--- src/rtl/blin_seq.sv ---
`timescale 1ns/1ps
`default_nettype none
// ============================================================================
// blin_seq : sequences a PAR-wide binary FC datapath over a full output layer.
// Optional perf counters: BLIN_SEQ_PERF_EN.   Rev 1.0
// ============================================================================
module blin_seq #(
  parameter int ISIZE_FEAT = 64,
  parameter int OSIZE_FEAT = 32,
  parameter int PAR        = 8,
  parameter int N_BITCONV  = 7,
  parameter int AW         = 8
) (
  input  logic                      clk_i,
  input  logic                      rst_ni,
  input  logic                      clear_i,
  input  logic                      in_valid_i,
  output logic                      in_ready_o,
  input  logic [ISIZE_FEAT-1:0]     in_data_i,
  input  logic [AW-1:0]             cfg_base_i,
  output logic                      mem_req_o,
  output logic [AW-1:0]             mem_addr_o,
  input  logic [PAR*ISIZE_FEAT-1:0] mem_w_i,
  input  logic [PAR*N_BITCONV-1:0]  mem_thr_i,
  input  logic [PAR*2-1:0]          mem_sign_i,
  output logic [ISIZE_FEAT-1:0]     dp_layer_o,
  output logic [PAR*ISIZE_FEAT-1:0] dp_weights_o,
  output logic [PAR*N_BITCONV-1:0]  dp_threshold_o,
  output logic [PAR*2-1:0]          dp_sign_o,
  input  logic [PAR-1:0]            dp_res_i,
  output logic                      out_valid_o,
  input  logic                      out_ready_i,
  output logic [OSIZE_FEAT-1:0]     out_data_o,
`ifdef BLIN_SEQ_PERF_EN
  output logic [15:0]               perf_frames_o,
  output logic [15:0]               perf_stall_o,
`endif
  output logic                      busy_o
);

  localparam int            G      = OSIZE_FEAT / PAR;
  localparam logic [AW-1:0] G_LAST = AW'(G - 1);

  typedef enum logic [1:0] {
    S_IDLE  = 2'd0,
    S_RUN   = 2'd1,
    S_DRAIN = 2'd2,
    S_DONE  = 2'd3
  } state_e;

  state_e                  state_q, state_d;
  logic [AW-1:0]           g_q, g_d;
  logic [AW-1:0]           base_q, base_d;
  logic [AW-1:0]           cap_g_q;
  logic                    cap_q;
  logic [ISIZE_FEAT-1:0]   layer_q, layer_d;
  logic [OSIZE_FEAT-1:0]   out_q, out_d;
  logic                    accept;
  logic                    out_hs;

  always_comb begin
    state_d     = state_q;
    g_d         = g_q;
    base_d      = base_q;
    layer_d     = layer_q;
    out_d       = out_q;
    // An abort request must not be acknowledged as an accepted frame.
    in_ready_o  = (state_q == S_IDLE) && !clear_i;
    accept      = in_valid_i && in_ready_o;
    mem_req_o   = (state_q == S_RUN);
    out_valid_o = (state_q == S_DONE);
    out_hs      = out_valid_o && out_ready_i;

    case (state_q)
      S_IDLE: begin
        if (accept) begin
          layer_d = in_data_i;
          base_d  = cfg_base_i;
          g_d     = '0;
          state_d = S_RUN;
        end
      end
      S_RUN: begin
        g_d = g_q + 1'b1;
        if (g_q == G_LAST) state_d = S_DRAIN;
      end
      S_DRAIN: state_d = S_DONE;
      S_DONE: begin
        if (out_ready_i) state_d = S_IDLE;
      end
      default: state_d = S_IDLE;
    endcase

    if (clear_i) state_d = S_IDLE;

    // Group 0 lands in the MSBs of the output vector.
    if (cap_q && !clear_i) begin
      for (int i = 0; i < G; i++) begin
        if (cap_g_q == AW'(i)) out_d[OSIZE_FEAT-1-i*PAR -: PAR] = dp_res_i;
      end
    end
  end

  always_ff @(posedge clk_i or negedge rst_ni) begin
    if (!rst_ni) begin
      state_q <= S_IDLE;
      g_q     <= '0;
      base_q  <= '0;
      cap_q   <= 1'b0;
      cap_g_q <= '0;
      layer_q <= '0;
      out_q   <= '0;
    end else begin
      state_q <= state_d;
      g_q     <= g_d;
      base_q  <= base_d;
      cap_q   <= mem_req_o && !clear_i;
      cap_g_q <= g_q;
      layer_q <= layer_d;
      out_q   <= out_d;
    end
  end

  assign mem_addr_o     = base_q + g_q;
  assign dp_layer_o     = layer_q;
  assign dp_weights_o   = mem_w_i;
  assign dp_threshold_o = mem_thr_i;
  assign dp_sign_o      = mem_sign_i;
  assign out_data_o     = out_q;
  assign busy_o         = (state_q != S_IDLE);

`ifdef BLIN_SEQ_PERF_EN
  logic [15:0] frames_q, stall_q;

  always_ff @(posedge clk_i or negedge rst_ni) begin
    if (!rst_ni) begin
      frames_q <= '0;
      stall_q  <= '0;
    end else begin
      if (out_hs) frames_q <= frames_q + 16'd1;
      if (out_valid_o && !out_ready_i) stall_q <= stall_q + 16'd1;
    end
  end

  assign perf_frames_o = frames_q;
  assign perf_stall_o  = stall_q;
`else
  logic unused_hs;
  assign unused_hs = out_hs;
`endif

endmodule
`default_nettype wire

--- config.mk ---
export PLATFORM = sky130hd
export DESIGN_NAME = blin_seq
export DESIGN_NICKNAME = d
export VERILOG_FILES = /design/src/rtl/blin_seq.sv
export SDC_FILE = /design/constraint.sdc
export NUM_CORES = 1
export LEC_CHECK = 0
export ABC_AREA = 1
export BUFFER_PORTS_ARGS = -buffer_cell sky130_fd_sc_hd__buf_4
export CORE_AREA = 4 4 531 533
export CTS_CLUSTER_DIAMETER = 60
export DETAILED_ROUTE_END_ITERATION = 10
export DIE_AREA = 0 0 535 537
export GPL_TIMING_DRIVEN = 0
export SLEW_MARGIN = 0
export SYNTH_ARGS = -nofsm -noshare
export SYNTH_HDL_FRONTEND = slang
export SYNTH_SLANG_ARGS = --single-unit
--- constraint.sdc ---
create_clock -name clk_i -period 1.85 [get_ports clk_i]
set_input_delay 0.185 -clock clk_i [delete_from_list [all_inputs] [get_ports clk_i]]
set_output_delay 0.185 -clock clk_i [all_outputs]
set_load 0.01 [all_outputs]
==> results of run 1 <==
[repair_timing]
action | 4_1_cts | 5_1_grt
hold buffers | 82 | 0
pin swaps | 9 | 12
endpoints found under the setup margin | 106 | 55
endpoints found under the hold margin | 158 | 0
setup buffers | 15 | 15
gates resized for setup | 53 | 21
[placed cells by master (no fill, tap or decap), types with 2 or more instances in the layout]
cell	instances
dfrtp_2	7
clkbuf_8	3
buf_6	8
buf_2	4
nor2_1	20
clkbuf_2	5
dlygate4sd3_1	82
nand3b_1	3
buf_12	6
ha_4	7
inv_2	7
inv_1	20
dfrtp_1	116
a21oi_1	6
nor2_4	4
xnor2_4	2
clkbuf_1	4
buf_4	1384
nand3_1	44
clkbuf_16	25
diode_2	83
nand2_1	318
nand2_2	11
o21ai_0	6
ha_1	5
[area by class of cell]
class                      count  area share
tap                         3705       0.207
sequential                   123       0.138
buffer                       603       0.202
multi-input combinational    440      0.0953
timing repair buffer         889       0.313
clock inverter                 2    0.000559
inverter                      27     0.00453
clock buffer                  31      0.0303
antenna                       83     0.00929
[tightest hold or removal path, stage by stage]
cell and delay (ns):
buf_4 0.10, o21ai_0 0.08, inv_1 0.09, nand3_1 0.08, nand2_1 0.06
[cells by family (layout without fill, tap and decap cells)]
group                    after synthesis  in the layout  share of synthesized area
XOR/XNOR                               4              4                    0.00364
AO/OA/AOI/OAI                         15             15                    0.00807
flip-flops                           123            123                      0.320
AND/OR/NAND/NOR                      407            407                      0.171
adder cells (fa/ha/maj)               14             14                     0.0190
buffers and inverters                631           1552                      0.478
other                                  0             83                          0
[worst max path at each step]
stage,from,to,depth (start not counted)
after floorplan,g_q[0],mem_addr_o[6],9
after global placement,state_q[0],dp_layer_o[25],8
after detailed placement,state_q[0],dp_layer_o[22],8
after CTS,base_q[0],mem_addr_o[6],10
after global routing,base_q[0],mem_addr_o[6],10
final,g_q[0],mem_addr_o[6],10
[power breakdown]
part / internal, mW / switching [mW] / total, mW
clock: 2.55 / 1.75 / 4.30
sequential: 3.78 / 0.860 / 4.64
combinational: 4.55 / 5.94 / 10.5
total: 10.9 / 8.55 / 19.4
[per-layer routing]
metal  vias to the layer above  global-route usage  routed length [um]
li1                       5013                   -                   -
met1                      5444               0.151               79000
met2                      1418               0.211               89500
met3                       560               0.167               51400
met4                       352              0.0230                3750
met5                         -                   0                2230
[metrics by stage]
step | area (um2) | power [mW] | cells | hold slack [ns]
floorplan | 9620 | 7.96 | 1194 | -0.111
detailed placement | 20100 | 14.5 | 5676 | 0.226
CTS | 21900 | 19.7 | 5805 | 0.0503
global route | 22200 | 20.6 | 5850 | 0.113
global placement | 20100 | 14.4 | 5675 | 0.389
finish | 22400 | 19.4 | 5903 | 0.0977
[flip-flops by register name, summed over array words and instances (netlist names)]
register and flops:
base_q 8, cap_g_q 8, cap_q 1, dp_layer_o 64
g_q 8, out_data_o 32, state_q 2
==> impl_results.md, run 1 <==
- Setup crit start kind: flip-flop
- WP data arrival: 2.21 ns
- Clock buffer depth: 3
- Gr usage total: 0.150
- Reg2reg start: state_q[0]
- Mapped Cells: between 1000 and 1500
- Pwr/cell area: 869 nW/um2
- First-pass GRT wire length: 250 mm
- CP dominant cell by count: nand2_2
- Nets: about 2800
- Post-synthesis cell area: slightly below 10000 um2
- Hold_sp: in_valid_i
- WHS Endpoint: state_q[0]
- Static Leak: 10.5 nW
- Initial antenna violation count: 417
- Area of the multi-input gates: 2130 um2
- Minimum clock period: between 2 and 2.5 ns
- RSZ-0062 raised after global routing: yes
- Worst EP required: approximately 1.7 ns
- CP endpoint kind: primary output
- Layout cells sized above 1: 0.703
- H-tree depth: 4
- Synthesis warning total: 0
- Worst hold path type: in2reg
- CTS Buf Count: 25
- IO Pins: 1361
- CP peak stage delay: 0.39 ns
- Sink Count: 123
- Grt total ovfl: 0
- Initial DRC count: about 940
- Top delay family on crit path: simple AND/OR/NAND/NOR gates
- Async SR Flop Fraction: 1.00
- Largest cells by area after synthesis: buf_4, dfrtp_1, nand2_1
- Crit share post-route: 1.30
- # fillers: around 32000
- Worst rel slew slack: 0.555
- Setup CP Type: reg2out
- Final setup fails: 7
- Area Growth Syn to Fin: 133%
- Register area: 3090 um2
- Post-DP HPWL: between 200 and 250 mm
- Vias in the first global route: 11800
- Most used flip-flop cell after synthesis: dfrtp_1
- 1st-pass router iterations: 5
- VDD IR max: 0.436 mV
- DR WL/cell: 38.3 um
- Final worst-path setup slack: -0.547 ns
- Fin Clk Skew: 0.0277 ns
- Reg2reg setup slack: 0.12 ns
- Synth unique cells: 24
- Number of port buffers: 776
- CP Cell Sequence: ha_2 > inv_2 > fa_2 > nand3b_1 > nand2_2 > nand2_2 > nand2_1 > nand2_1 > nand2_2 > buf_6
- Max Cap Viol: 0
- Capturing point of the worst reg2reg path: g_q[4]
- Post-synthesis sequential area ratio: 0.320
- Clock root buffer: clkbuf_16
- Worst path slowest cell: dfrtp_1
- Synthesis-stage register bit count: between 100 and 150
- Failing checks: setup timing
- Yosys top cell by area: buf_4
- Vias per std cell: ~2.2
- Status: finished, violations left
- CTS tree: done
- Final number of hold-violating endpoints: 0
- Number of enable flip-flop cells after synthesis: 0
- Hold-critical path depth: 5
- Final Max Tran Viols: 0
- Syn avg cell area: 8.05 um2
- Count leader, synth: buf_4
- Max frequency: 417 MHz
- Die H: 537 um
- Starting Density: 0.0348
- Final core occ: 0.0809
- Vias: 12800
- FP Rows: 193
- Core area: around 280000 um2
- Pin count of the biggest net entering global routing: 73
- Post-route setup TNS: -2.34 ns
- Area share of the largest cell type after synthesis: 0.462
- WP buf/inv: 2
- Synth top cells by count: buf_4, nand2_1, dfrtp_1
- Die area: between 200000 and 300000 um2
- Detailed Route WL: 226 mm
- Crit path max fanout: 2
- Post-Syn Nets: 1877
- Dpl ws: -0.589 ns
- Reg clk slew, reported paths: 0.07 ns
- Residual DRC: 0
- Worst-margin pin slew: 0.667 ns
- RePlAce Congestion: 0.829
- Remaining antenna violation count after routing: 0
- Worst-Skew Late Latency: roughly 0.53 ns
- Die width: 535 um
- R2R depth: 9
Note: power is estimated with default switching activity, not from simulation.
==> run 2, diff against run 1 <==
Settings changed: CELL_PAD_IN_SITES_DETAIL_PLACEMENT set to 0, CELL_PAD_IN_SITES_GLOBAL_PLACEMENT set to 1, CORE_AREA 4 4 531 533 to 4 4 534 536, DIE_AREA 0 0 535 537 to 0 0 538 540, PLACE_DENSITY_LB_ADDON set to 0.1.
Clock period 1.85 ns to 2.1 ns, I/O delays scaled along.
==> impl_results.md, run 2 (synthesis results as in run 1) <==
- First-pass GRT wire length: 93.6 mm
- Nets: ~2800
- Placed Cells: ~5700
- Commonest non-fill, non-tap cell in the layout: buf_4
- Worst rel slew slack: 0.527
- Starting Density: 0.0342
- CP peak stage delay: 0.40 ns
- WP data arrival: 2.19 ns
- FP Rows: 195
- Int Pwr: 8.81 mW
- Vias: 10200
- Fin Clk Skew: ~0.024 ns
- Clock root buffer: clkbuf_16
- Remaining antenna violation count after routing: 0
- DP Area: 20200 um2
- Sw Ratio: 0.422
- Pin count of the biggest net entering global routing: 72
- Clock buffer depth: 2
- Combinational share of power: 0.510
- Failing checks: setup timing
- CTS Buf Count: 17
- Worst-Skew Late Latency: 0.54 ns
- 1st-pass router iterations: 6
- Crit path max fanout: 2
- Max frequency: between 400 and 500 MHz
- Vias per std cell: 1.75
- Cell area after layout: 22000 um2
- Final worst-path setup slack: -0.304 ns
- Worst path slowest cell: dfrtp_1
- Static Leak: just over 10 nW
- Initial antenna violation count: 13
- Die H: between 500 and 600 um
- Grt total ovfl: 0
- Worst EP required: between 1.5 and 2 ns
- Sink Count: 123
- Max FFs per register: 64
- Layout cells sized above 1: 0.703
- Core area: 281000 um2
- Post-route setup TNS: -0.706 ns
- Post-DP HPWL: approximately 65 mm
- Final core occ: 0.0782
- CP Cell Sequence: ha_2 > inv_2 > fa_2 > nand3b_1 > nand2_2 > nand2_2 > nand2_1 > nand2_1 > nand2_2 > buf_6
- Final Max Tran Viols: 0
- Top delay family on crit path: simple AND/OR/NAND/NOR gates
- Pwr/cell area: 694 nW/um2
- Initial DRC count: 363
- Met2 WL: 42.3 mm
- Gr usage total: 0.0484
- Residual DRC: 0
- Reg clk slew, reported paths: 0.08 ns
- CTS tree: done
- Routed met3 length: 7.88 mm
- DR WL/cell: 13.0 um
- Number of port buffers: 776
- Final setup fails: 3
- VDD IR max: 0.689 mV
- Max layer used: met4
- Seq pwr share: 0.262
- Area Growth Syn to Fin: 128%
- Final number of hold-violating endpoints: 0
- Status: finished, violations left
- H-tree depth: 4
- CP endpoint kind: primary output
- Detailed Route WL: 76.1 mm
- Crit share post-route: 1.14
- Setup crit start kind: flip-flop
- CP dominant cell by count: nand2_2
- Setup CP Type: reg2out
- Worst-margin pin slew: between 0.7 and 0.8 ns
- P_sw: between 6 and 7 mW
- Max Cap Viol: 0
- Worst hold path type: in2reg
- RePlAce Congestion: 0.729
- WP buf/inv: 2
- Minimum clock period: between 2 and 2.5 ns
- Post-route insts no fill: 5853
- Die width: 538 um
- Clock power share: 0.228
- IO Pins: about 1400
- Vias in the first global route: 10700
- Wire length on met1: 24.7 mm
- Most frequent cells in the layout: buf_4, nand2_1, dfrtp_1
- RSZ-0062 raised after global routing: yes
- Die area: 291000 um2
## run 2: cell count changes in the layout (fill, tap and decap cells not counted), sizes merged
cell	change
diode	-79
clkbuf	-13
bufinv	+1
buf	-9
clkinvlp	+3
clkinv	+1
inv	+8
## run 2: layout make-up
type	count	area, um2
antenna	4	10.0
buffer	604	4510
clock buffer	17	425
clock inverter	15	150
fill	33000	259000
inverter	27	105
multi-input combinational	440	2120
sequential	123	3090
tap	3743	4680
timing repair buffer	880	6870
## run 2: timing repair
action | 4_1_cts | 5_1_grt
setup buffers | 13 | 9
resized for setup | 45 | 18
hold buffers | 82 | 0
endpoints found under the hold margin | 159 | 0
setup endpoints to repair | 89 | 9
pin swaps | 6 | 14
gates cloned | 0 | 0
## run 2: worst paths after layout
check	to	start	depth (start not counted)	slack (ns)
setup / recovery	mem_addr_o[6]	base_q[0]	10	-0.30
hold / removal	state_q[0]	in_valid_i	5	0.12
setup reg to reg	state_q[1]	g_q[1]	9	0.16
hold reg to reg	dp_layer_o[25]	dp_layer_o[25]	2	0.48
max in group asynchronous	base_q[2]	rst_ni	3	0.95
min in group asynchronous	dp_layer_o[59]	rst_ni	2	0.23
## run 2: routing by layer
metal,GRT usage,vias up
li1,-,4872
met1,0.0449,4626
met2,0.0955,694
met3,0.0215,42
met4,0.0109,0
met5,0,-
## run 2: power groups by stage
stage / clock network (mW) / logic (mW) / registers, mW
2_1_floorplan: 0 / 2.78 / 4.24
3_3_place_gp: 0 / 7.62 / 4.12
3_5_place_dp: 0 / 7.51 / 4.09
4_1_cts: 3.92 / 8.07 / 4.05
5_1_grt: 3.93 / 8.64 / 4.17
6_report: 3.47 / 7.77 / 4.00
## run 2: worst min-delay path, delay by kind of cell
family / cells / cell delay [ns]
AOI/OAI and AO/OA: 1 / 0.08
and+or+nand+nor: 2 / 0.14
buffers and inverters: 2 / 0.19
## run 2: through the flow
step	hold WS, ns	worst slack (ns)	power (mW)
2_1_floorplan	-0.0856	0.429	7.02
3_3_place_gp	0.412	-0.598	11.7
3_5_place_dp	0.241	-0.574	11.6
4_1_cts	0.0188	-0.464	16.0
5_1_grt	0.108	-0.536	16.7
6_report	0.124	-0.304	15.2
==> run 3, diff against run 2 <==
==> constraint.sdc (replaced) <==
create_clock -name clk_i -period 2.1 [get_ports clk_i]
set_input_delay 0.42 -clock clk_i [delete_from_list [all_inputs] [get_ports clk_i]]
set_output_delay 0.42 -clock clk_i [all_outputs]
set_load 0.01 [all_outputs]
==> impl_results.md, run 3 (synthesis results as in run 1) <==
- Area of the multi-input gates: about 2100 um2
- Initial antenna violation count: 16
- P_sw: between 6 and 7 mW
- Total power: 15.3 mW
- WP buf/inv: 2
- H-tree depth: 4
- Grt total ovfl: 0
- CP peak stage delay: 0.40 ns
- Worst rel slew slack: 0.523
- # fillers: 33000
- Initial DRC count: ~340
- Final setup fails: 7
- FP Rows: 195
- WP data arrival: 2.20 ns
- Starting Density: 0.0342
- Clock power share: 0.227
- Hold_sp: cfg_base_i[7]
- CP dominant cell by count: nand2_2
- Gr usage total: 0.0485
- Cell area after layout: 21700 um2
- Sw Ratio: 0.421
- First-pass GRT wire length: about 93 mm
- Reg2reg start: state_q[1]
- Status: finished, violations left
- WHS Endpoint: base_q[7]
- Final core occ: 0.0771
- Worst-margin pin slew: 0.716 ns
- Post-DP HPWL: around 65 mm
- Pin count of the biggest net entering global routing: 72
- Clock buffer depth: 2
- Clock root buffer: clkbuf_16
- CTS tree: done
- Commonest non-fill, non-tap cell in the layout: buf_4
- Reg2reg setup slack: between 0.2 and 0.25 ns
- CTS Buf Count: 17
- Max frequency: roughly 380 MHz
- Post-route setup TNS: -2.02 ns
- Worst path slowest cell: dfrtp_1
- CP Cell Sequence: ha_2 > inv_2 > fa_2 > nand3b_1 > nand2_2 > nand2_2 > nand2_1 > nand2_1 > nand2_2 > buf_6
- Final Max Tran Viols: 0
- Register area: between 3000 and 4000 um2
- IO Pins: 1361
- Layout cells sized above 1: 0.717
- Reg clk slew, reported paths: 0.08 ns
- Failing checks: setup timing
- 1st-pass router iterations: 4
- Int Pwr: between 8 and 9 mW
- Sink Count: 123
- Final worst-path setup slack: -0.520 ns
- Combinational share of power: 0.512
- DP Area: between 20000 and 25000 um2
- Detailed Route WL: 76.1 mm
- Crit share post-route: 1.25
- Hold-critical path depth: 3
- Top delay family on crit path: simple AND/OR/NAND/NOR gates
- Final number of hold-violating endpoints: 0
- DR WL/cell: 13.1 um
- Wire length on met1: 24.4 mm
- Minimum clock period: 2.62 ns
- Most frequent cells in the layout: buf_4, nand2_1, dfrtp_1
- Seq pwr share: 0.261
- Vias per std cell: roughly 1.7
- R2R depth: 8
- Nets: 2745
- Remaining antenna violation count after routing: 0
- Area Growth Syn to Fin: 125%
- Die width: approximately 540 um
- Max layer used: met5
- Worst-Skew Late Latency: 0.54 ns
- Setup crit start kind: flip-flop
- Setup CP Type: reg2out
- RSZ-0062 raised after global routing: yes
- Core area: 281000 um2
- Fin Clk Skew: 0.0235 ns
- Worst hold path type: in2reg
- Residual DRC: 0
- Capturing point of the worst reg2reg path: dp_layer_o[26]
- Number of port buffers: just under 800
- Die area: 291000 um2
- CP Launch Point: base_q[0]
- Routed met3 length: approximately 8 mm
- Worst EP required: ~1.7 ns
- Die H: between 500 and 600 um
- Max Cap Viol: 0
- CP endpoint kind: primary output
- RePlAce Congestion: about 0.73
- Vias: around 10000
- Crit path max fanout: 2
- Met2 WL: ~42 mm
- Static Leak: 10.2 nW
- VDD IR max: 0.666 mV
- Max FFs per register: 64
- Vias in the first global route: 10600
- Pwr/cell area: 705 nW/um2
==> run 3: cell count changes in the layout (fill, tap and decap cells not counted), sizes merged <==
cell         delta
clkbuf          -2
buf             +6
dlygate4sd3    -35
==> run 3: cell type report <==
cell class                 instances  share of cell area
multi-input combinational        440              0.0983
buffer                           604               0.208
antenna                            4            0.000462
tap                             3743               0.216
sequential                       123               0.143
clock buffer                      17              0.0196
timing repair buffer             849               0.303
clock inverter                    15             0.00693
inverter                          27             0.00485
==> run 3: repair_timing <==
action,in CTS,in global routing
pin swaps,7,15
gates resized for setup,52,16
hold endpoints to repair,98,0
hold buffers,47,0
cloned,0,0
buffers inserted,16,10
setup endpoints to repair,90,10
==> run 3: stage by stage <==
stage          hold slack [ns]  worst slack [ns]  cells
2_1_floorplan            0.124             0.219   1194
4_1_cts               0.000695            -0.674   5809
3_5_place_dp             0.451            -0.574   5714
5_1_grt                 0.0247            -0.746   5820
3_3_place_gp             0.463            -0.807   5713
6_report                0.0960            -0.520   5822
==> run 3: worst min-delay path: stages <==
cell	delay [ns]
buf_4	0.08
nand2_1	0.04
nand2_1	0.05
==> run 3: worst max path at each step <==
stage,endpoint,slack [ns],depth (start not counted)
3_3_place_gp,dp_layer_o[22],-0.81,1
3_5_place_dp,dp_layer_o[50],-0.57,7
6_report,mem_addr_o[6],-0.52,10
2_1_floorplan,mem_addr_o[6],0.22,9
5_1_grt,mem_addr_o[6],-0.75,10
4_1_cts,mem_addr_o[6],-0.67,10
==> run 3: power groups by stage <==
stage | sequential (mW) | combinational, mW | clock [mW]
final | 3.99 | 7.81 | 3.47
after global routing | 4.16 | 8.70 | 3.93
after CTS | 4.05 | 8.10 | 3.92
after floorplan | 4.24 | 2.78 | 0
after detailed placement | 4.09 | 7.51 | 0
after global placement | 4.12 | 7.62 | 0
==> run 3: routing by layer <==
layer / global-route usage / up-vias
met4: 0.0111 / 2
met2: 0.0957 / 695
met5: 0 / -
met3: 0.0223 / 42
met1: 0.0444 / 4562
li1: - / 4804
